===== src/rtl/nn_calc_sequencer.sv =====
// rtl/nn_calc_sequencer.sv - address/control sequencer for a neuron-by-neuron MAC pass over one image
module nn_calc_sequencer #(
    parameter int NUM_OUT   = 10,
    parameter int NUM_PAIRS = 392
) (
    input  logic        clk,
    input  logic        n_rst,
    input  logic        start_calc,
    input  logic        clear_data,
    input  logic        mac_ovf,
    output logic [8:0]  pixel_address,
    output logic [11:0] weight_address,
    output logic        mac_clear,
    output logic        mac_en,
    output logic        result_we,
    output logic [3:0]  output_address,
    output logic        busy,
    output logic        done_calc,
    output logic        overflow
);

    typedef enum logic [2:0] {
        S_IDLE,
        S_CLR,
        S_RUN,
        S_DRAIN,
        S_STORE,
        S_DONE
    } state_t;

    localparam logic [8:0]  IDX_LAST    = 9'(NUM_PAIRS - 1);
    localparam logic [3:0]  NEURON_LAST = 4'(NUM_OUT - 1);
    localparam logic [11:0] WBASE_STEP  = 12'(NUM_PAIRS);

    state_t      state_q;
    logic [8:0]  idx_q;
    logic [3:0]  neuron_q;
    logic [11:0] wbase_q;
    logic [8:0]  pixel_address_q;
    logic [11:0] weight_address_q;
    logic        mac_clear_q;
    logic        mac_en_q;
    logic        result_we_q;
    logic [3:0]  output_address_q;
    logic        busy_q;
    logic        done_q;
    logic        overflow_q;

    // Every output is a register updated together with the state, so each
    // output already reflects the state it belongs to in the same cycle.
    always_ff @(posedge clk or negedge n_rst) begin
        if (!n_rst) begin
            state_q          <= S_IDLE;
            idx_q            <= '0;
            neuron_q         <= '0;
            wbase_q          <= '0;
            pixel_address_q  <= '0;
            weight_address_q <= '0;
            mac_clear_q      <= 1'b0;
            mac_en_q         <= 1'b0;
            result_we_q      <= 1'b0;
            output_address_q <= '0;
            busy_q           <= 1'b0;
            done_q           <= 1'b0;
            overflow_q       <= 1'b0;
        end else begin
            mac_clear_q <= 1'b0;
            result_we_q <= 1'b0;
            // Read data returns one cycle after the address, so the accumulate
            // strobe is simply "an address was issued last cycle".
            mac_en_q    <= (state_q == S_RUN) && !clear_data;
            if (mac_en_q && mac_ovf) begin
                overflow_q <= 1'b1;
            end

            if (clear_data) begin
                state_q          <= S_IDLE;
                idx_q            <= '0;
                neuron_q         <= '0;
                wbase_q          <= '0;
                pixel_address_q  <= '0;
                weight_address_q <= '0;
                output_address_q <= '0;
                busy_q           <= 1'b0;
                done_q           <= 1'b0;
                overflow_q       <= 1'b0;
            end else begin
                case (state_q)
                    S_IDLE, S_DONE: begin
                        if (start_calc) begin
                            state_q          <= S_CLR;
                            neuron_q         <= '0;
                            wbase_q          <= '0;
                            output_address_q <= '0;
                            overflow_q       <= 1'b0;
                            mac_clear_q      <= 1'b1;
                            busy_q           <= 1'b1;
                            done_q           <= 1'b0;
                        end
                    end
                    S_CLR: begin
                        state_q          <= S_RUN;
                        idx_q            <= '0;
                        pixel_address_q  <= '0;
                        weight_address_q <= wbase_q;
                    end
                    S_RUN: begin
                        if (idx_q == IDX_LAST) begin
                            state_q          <= S_DRAIN;
                            pixel_address_q  <= '0;
                            weight_address_q <= '0;
                        end else begin
                            idx_q            <= idx_q + 9'd1;
                            pixel_address_q  <= idx_q + 9'd1;
                            weight_address_q <= weight_address_q + 12'd1;
                        end
                    end
                    S_DRAIN: begin
                        state_q     <= S_STORE;
                        result_we_q <= 1'b1;
                    end
                    S_STORE: begin
                        if (neuron_q == NEURON_LAST) begin
                            state_q          <= S_DONE;
                            neuron_q         <= '0;
                            wbase_q          <= '0;
                            output_address_q <= '0;
                            busy_q           <= 1'b0;
                            done_q           <= 1'b1;
                        end else begin
                            state_q          <= S_CLR;
                            neuron_q         <= neuron_q + 4'd1;
                            output_address_q <= neuron_q + 4'd1;
                            wbase_q          <= wbase_q + WBASE_STEP;
                            mac_clear_q      <= 1'b1;
                        end
                    end
                    default: begin
                        state_q <= S_IDLE;
                        busy_q  <= 1'b0;
                        done_q  <= 1'b0;
                    end
                endcase
            end
        end
    end

    assign pixel_address  = pixel_address_q;
    assign weight_address = weight_address_q;
    assign mac_clear      = mac_clear_q;
    assign mac_en         = mac_en_q;
    assign result_we      = result_we_q;
    assign output_address = output_address_q;
    assign busy           = busy_q;
    assign done_calc      = done_q;
    assign overflow       = overflow_q;

endmodule


===== config.mk =====
export PLATFORM = sky130hd
export DESIGN_NAME = nn_calc_sequencer
export DESIGN_NICKNAME = d
export VERILOG_FILES = /design/src/rtl/nn_calc_sequencer.sv
export SDC_FILE = /design/constraint.sdc
export NUM_CORES = 1
export LEC_CHECK = 0
export CORE_MARGIN = 4
export CORE_UTILIZATION = 40
export CTS_BUF_LIST = sky130_fd_sc_hd__clkbuf_8
export DETAILED_ROUTE_END_ITERATION = 6
export PLACE_DENSITY = 0.65
export SETUP_SLACK_MARGIN = 0.05
export SYNTH_ARGS = -nofsm -noshare
export SYNTH_HDL_FRONTEND = slang
export SYNTH_SLANG_ARGS = --single-unit

===== constraint.sdc =====
create_clock -name clk -period 5.9 [get_ports clk]
set_clock_uncertainty 0.15 [all_clocks]
set_input_delay 0.885 -clock clk [delete_from_list [all_inputs] [get_ports clk]]
set_output_delay 0.885 -clock clk [all_outputs]
set_load 0.02 [all_outputs]

# Word level (Yosys, flattened, before mapping)
# Cells that the tools add are included.
# word_totals
ff_bits	55
input_bits	5
output_inout_bits	31
wordCells	80
# classes
n_addsub	4
eq_ne	12
n_mux	40
n_reduce_logical	12
# op_table
operator	n
$mux 12	5
$pmux 12 s2	2
$mux 9	4
$pmux 9 s2	2
$mux 1	15
$pmux 3 s5	1
$add 12x1->12 const B	1
$add 12x9->12 const B	1
$mux 3	4
$mux 4	3
$add 9x1->9 const B	1
$eq 9x9->1 const B	1
$ne 3x3->1 const B	3
$pmux 4 s2	1
$eq 3x2->1 const B	2
$eq 3x3->1 const B	2
$pmux 1 s3	2
$reduce_and 2->1	3
$reduce_bool 3->1	2
$add 4x1->4 const B	1
$eq 4x4->1 const B	1
$eq 3x1->1 const B	1
$logic_not 3->1	1
$ne 3x2->1 const B	1
7 further kinds	8

# Depth between registers and ports, before layout
# Gate-level depths: netlist (run 1).
# depth
word_depth	5
depth_mapped	6
ltp_nobuf	6

# Least setup slack after synthesis (run 1)
# No wires, ideal clock.
# synth_timing
path_kind	input-to-reg
from	in start_calc
to	reg output_address_q[2] (netlist: output_address[2])
setup_ps	147
arrival_time_ps	1924
required_ps	5603
slack_ps	3679
stages	6
n_path_buf	2
cell_sequence	clkbuf_2 a21oi_1 a21o_1 clkbuf_1 or3_1 a21oi_1
# synth_via
elab_chain_cells	2
# synth_rtl
element	line_no	text
start: declaration	8	input logic start_calc,
$ne 3x3->1 (no source line)	--	
$reduce_and 2->1 (no source line)	--	
end signal: assignment	133	output_address_q <= neuron_q + 4'd1;
end: declaration	44	logic [3:0] output_address_q;
# Every way passes these cells.
# A chain may end at the register's enable or synchronous reset.

# Worst setup path after layout (run 1)
# layout_timing
from	in clear_data
to	reg wbase_q[11]
# layout_via
elab_chain_cells	2
word_cells_on_any_way	4
cone_classes	1 x eq/ne; 1 x mux; 2 x reduce/logical
# layout_rtl
element	line_no	text
start: declaration	9	input logic clear_data,
$ne 3x3->1 (no source line) / $reduce_bool 3->1 (equally long branches)	--	
$reduce_and 2->1 (no source line)	--	
end signal: assignment	134	wbase_q <= wbase_q + WBASE_STEP;
end: declaration	38	logic [11:0] wbase_q;
# Several ways; a longest one is shown, not always the timed one.

==> metrics.txt, run 1 <==
Port Buffer Count=35; FMAX=0.340 GHz; drt first pass iters=4; LEAKAGE=1.41 nW; Antenna Cells=0; Final GP Congestion=0.788; Initial Utilization=0.419; max cap viols=0; mux share of post-synthesis cell area=0.00837; complex-gate fraction of the synthesized area=0.229; CP Data Required Time=5.98 ns; postcts setup bufs=0; commonest cells after routing, fill and taps aside=dfrtp_1, clkdlybuf4s50_1, o21ai_0, a21oi_1; Cell Area, Placed=3070 um^2; critical path capture point type=flip-flop; Worst Max-Slew Pin Slew=0.873 ns; multi-input logic area=1280 um^2; Mean Syn Cell Area=10.0 um^2; vias in the first global route=2130; share of layout cells above drive strength 1=0.0565; # hold bufs at CTS=0; Clock Sink Count=52; Synth Instances=269; WL final=5970 um; grt total ovfl=0; syn_nets=279; Register Area=1300 um^2; Final Max Tran Viols=0; HP Class=reg -> reg; Total Nets Final=310; Netlist Area Pre-Place=2690 um^2; Die W=90.0 um; Yosys cell types=52; crit path max fanout=15; DR vias=2173; Seq cells post-synth=52; fin area=3160 um^2; Tmin final=2.94 ns; synth-to-layout area growth=17.5%; fin cells=378; Overall Global Routing Usage=0.155; Arr. time, crit path=3.02 ns; pwr dens=231 nW/um^2; CTS Buf Count=5; CTS tree=done; Routed Antenna Nets=0; Clock Pin Slew Worst Setup and Hold Paths=0.09 ns; Post-synth EDFFs=0; post-cts resize count=0; status=finished, final reports clean; clock tree buffer depth=2; Synth Area in Adders=0.0233; Post-synth ARST share=1.00; post-synthesis sequential area ratio=0.484; RSZ-0062 raised after global routing=false; Fillers=607; Starting DRT DRC Count=87; Worst VDD drop=0.112 mV; Slew HR=0.413; Synth Flop Type=dfrtp_1; Detail Placement HPWL=4110 um; Setup CP Type=in -> reg; Core Rows=29; via/cell ratio=5.75; clk root buf=clkbuf_8; final hold violations=0; XOR/XNOR Fraction of Synth Area=0.0326; synthesis warning total=0; Synth Area in Simple Gates=0.184; Final setup viols=0; Max H-tree Level=2; Boundary Pins=36; # DRC=0; largest net degree at the start of global routing=53; CP Launch Type=input port; CORE AREA=6420 um^2; Vert. Die Dim=90.0 um; first-pass GRT wire length=10500 um; Die ar.=8100 um^2; initial antenna violation count=0; placed cells=370; setup TNS=0 ns; Period Utilization, post-route=0.499; commonest non-fill, non-tap cell in the layout=dfrtp_1; clk_lat worst skew=0.31 ns; largest family of logic cells by synthesized area=compound AO/OA/AOI/OAI gates; WL/cell=15.8 um
## synth_stat cells (all sizes together) (5+ instances only)
| cell type | instances | area [um^2] |
|---|---|---|
| a211oi | 5 | 37.5 |
| a21o | 15 | 113 |
| a21oi | 16 | 80.1 |
| a221o | 5 | 50.1 |
| a22o | 7 | 61.3 |
| buf | 5 | 40.0 |
| clkbuf | 7 | 27.5 |
| dfrtp | 52 | 1300 |
| ha | 5 | 62.6 |
| inv | 10 | 37.5 |
| nand2 | 15 | 56.3 |
| nand3 | 10 | 50.1 |
| nand4 | 5 | 31.3 |
| nor2 | 10 | 37.5 |
| nor3 | 9 | 45.0 |
| o21ai | 27 | 135 |
| or3 | 11 | 68.8 |
| xnor2 | 7 | 61.3 |
## routing by layer
| layer | vias up | GRT usage | wire, um | share of wire |
|---|---|---|---|---|
| met5 | - | 0 | 0 | 0 |
| met4 | 0 | 0.0319 | 44 | 0.0074 |
| met3 | 5 | 0.0384 | 250 | 0.042 |
| met2 | 39 | 0.246 | 2810 | 0.47 |
| met1 | 1066 | 0.216 | 2860 | 0.48 |
| li1 | 1063 | - | - | - |
## worst paths after layout
| check | startpoint | end | slack [ns] | depth (start not counted) |
|---|---|---|---|---|
| max in group asynchronous | n_rst | pixel_address[3] | 4.63 | 2 |
| min | pixel_address[3] | pixel_address[3] | 0.34 | 1 |
| min reg2reg | pixel_address[3] | pixel_address[3] | 0.34 | 1 |
| max reg2reg | state_q[2] | wbase_q[11] | 3.61 | 4 |
| min in group asynchronous | n_rst | weight_address[10] | 0.54 | 2 |
| max | clear_data | wbase_q[11] | 2.96 | 5 |
## area by class of cell
class,count,share of cell area
clock inverter,2,0.00237
timing repair buffer,36,0.112
multi-input combinational,195,0.406
inverter,10,0.0119
clock buffer,6,0.0261
sequential,52,0.412
tap,77,0.0305
## flip-flops by register name (all words and copies together), names as in the netlist, 3 cells and up
| name | count |
|---|---|
| pixel_address | 9 |
| output_address | 4 |
| state_q | 3 |
| weight_address | 12 |
| idx_q | 9 |
| wbase_q | 9 |
## power by group
part,internal [mW],leakage (nW),total (mW),switching [mW]
combinational,0.0495,0.638,0.123,0.0737
sequential,0.371,0.720,0.398,0.0265
clock,0.0926,0.0538,0.209,0.116
total,0.513,1.41,0.730,0.217
## critical path: stages
cell	delay [ns]
clkdlybuf4s50_1	0.87
a21oi_1	0.21
a21o_1	0.37
or4_1	0.54
a21oi_1	0.15
## through the flow
step	utilization	worst slack (ns)	hold slack, ns	power (mW)
after global placement	0.478	2.73	0.317	0.527
after detailed placement	0.478	2.65	0.315	0.529
after CTS	0.492	2.97	0.345	0.738
final	0.492	2.96	0.336	0.730
after floorplan	-	3.68	0.323	0.485
after global routing	0.492	2.85	0.366	0.774
## logic make-up after synthesis
| logic type | after synthesis |
|---|---|
| buf+inv | 22 |
| xor+xnor | 10 |
| flops | 52 |
| simple gates | 86 |
| compound gates | 92 |
| mux | 2 |
| fa+ha+maj | 5 |
No activity file was read; power rests on OpenSTA's default activity.
==> inputs of run 2 (changes only) <==
clock period = 3 ns   (was 5.9 ns; I/O delays follow)
==> metrics.txt, run 2 (synthesis gave the netlist of run 1 again) <==
# DRC=0; Arr. time, crit path=2.37 ns; post-cts resize count=0; pre-CTS setup slack=0.407 ns; initial antenna violation count=0; max reg flops=12; final hold violations=0; Detail Placement HPWL=4310 um; Period Utilization, post-route=0.760; CTS Buf Count=5; crit path max fanout=14; drt first pass iters=4; CP Launch Type=input port; Core Rows=29; routing usage on met1=0.222; share of layout cells above drive strength 1=0.0749; Vert. Die Dim=90.0 um; CTS tree=done; Clock Pin Slew Worst Setup and Hold Paths=0.10 ns; CP Data Required Time=3.09 ns; synth-to-layout area growth=20.0%; CORE AREA=6420 um^2; Boundary Pins=36; HP Class=reg -> reg; FMAX=0.438 GHz; met3 usage in global routing=0.0351; LEAKAGE=1.45 nW; Final GP Congestion=0.773; RSZ-0062 raised after global routing=false; commonest cells after routing, fill and taps aside=dfrtp_1, clkdlybuf4s50_1, o21ai_0, a21oi_1; Tmin final=2.28 ns; clk root buf=clkbuf_8; vias in the first global route=2220; Die ar.=8100 um^2; critical path capture point type=flip-flop; Routed Antenna Nets=0; Setup CP Type=in -> reg; Die W=90.0 um; WL/cell=16.1 um; Worst VDD drop=0.204 mV; Total Nets Final=316; Worst Max-Slew Pin Slew=0.703 ns; Fillers=599; grt total ovfl=0; Max H-tree Level=2; WL final=6180 um; clock tree buffer depth=2; via/cell ratio=5.79; first-pass GRT wire length=10900 um; pwr dens=471 nW/um^2; max cap viols=0; Port Buffer Count=35; commonest non-fill, non-tap cell in the layout=dfrtp_1; Final setup viols=0; GR peak layer=met2; Clock Sink Count=52; Overall Global Routing Usage=0.163; DR vias=2223; Antenna Cells=0; fin worst setup slack=0.719 ns; clk_lat worst skew=0.31 ns; status=finished, final reports clean; Initial Utilization=0.419; Slew HR=0.526; largest net degree at the start of global routing=30; setup TNS=0 ns; Starting DRT DRC Count=121; met2 Use GR=0.263; Final Max Tran Viols=0
[run 2: layer usage]
metal	vias up	share of wire	wire, um
met5	-	0	0
met4	0	0.0099	61
met3	7	0.040	250
met2	42	0.48	2950
met1	1101	0.47	2920
li1	1073	-	-
[run 2: per-stage QoR]
| step | utilization | total power [mW] | area, um^2 | hold WS, ns | std cells |
|---|---|---|---|---|---|
| after global routing | 0.502 | 1.60 | 3230 | 0.367 | 384 |
| after CTS | 0.502 | 1.54 | 3230 | 0.342 | 384 |
| final | 0.502 | 1.52 | 3230 | 0.336 | 384 |
| after global placement | 0.484 | 1.05 | 3110 | 0.315 | 375 |
| after detailed placement | 0.484 | 1.05 | 3110 | 0.316 | 375 |
| after floorplan | - | 0.954 | 2690 | 0.00441 | 269 |
[run 2: where the power goes]
part | switching (mW) | internal [mW] | total, mW
combinational | 0.149 | 0.108 | 0.257
clock | 0.237 | 0.245 | 0.482
sequential | 0.0522 | 0.730 | 0.782
[run 2: path summary, 6_finish.rpt]
check                                 startpoint                end  slack (ns)  depth (start not counted)
worst max register to register        state_q[0]  weight_address[8]        0.77                          4
max in group asynchronous                  n_rst   pixel_address[1]        1.42                          3
worst min-delay path            pixel_address[7]   pixel_address[7]        0.34                          1
worst min register to register  pixel_address[7]   pixel_address[7]        0.34                          1
worst max-delay path                  clear_data        wbase_q[11]        0.72                          5
min in group asynchronous                  n_rst  output_address[2]        0.50                          2
[run 2: layout make-up]
| class | count | area, um^2 | area share |
|---|---|---|---|
| Sequential cell | 52 | 1300 | 0.403 |
| Multi-Input combinational cell | 195 | 1280 | 0.398 |
| Timing Repair Buffer | 42 | 400 | 0.124 |
| Tap cell | 77 | 96.3 | 0.0299 |
| Clock buffer | 5 | 68.8 | 0.0213 |
| Clock inverter | 3 | 38.8 | 0.0120 |
| Inverter | 10 | 37.5 | 0.0116 |
[run 2: worst max-delay path, cell delays in order]
cell and delay, ns:
clkdlybuf4s50_1 0.71, a21oi_1 0.17, a21o_1 0.35, or4_1 0.53, a21oi_1 0.15
[run 2: repair_timing]
action / CTS / global route
setup buffers: 0 / 0
hold buffers: 1 / 0
endpoints found under the setup margin: 0 / 0
endpoints found under the hold margin: 23 / 0
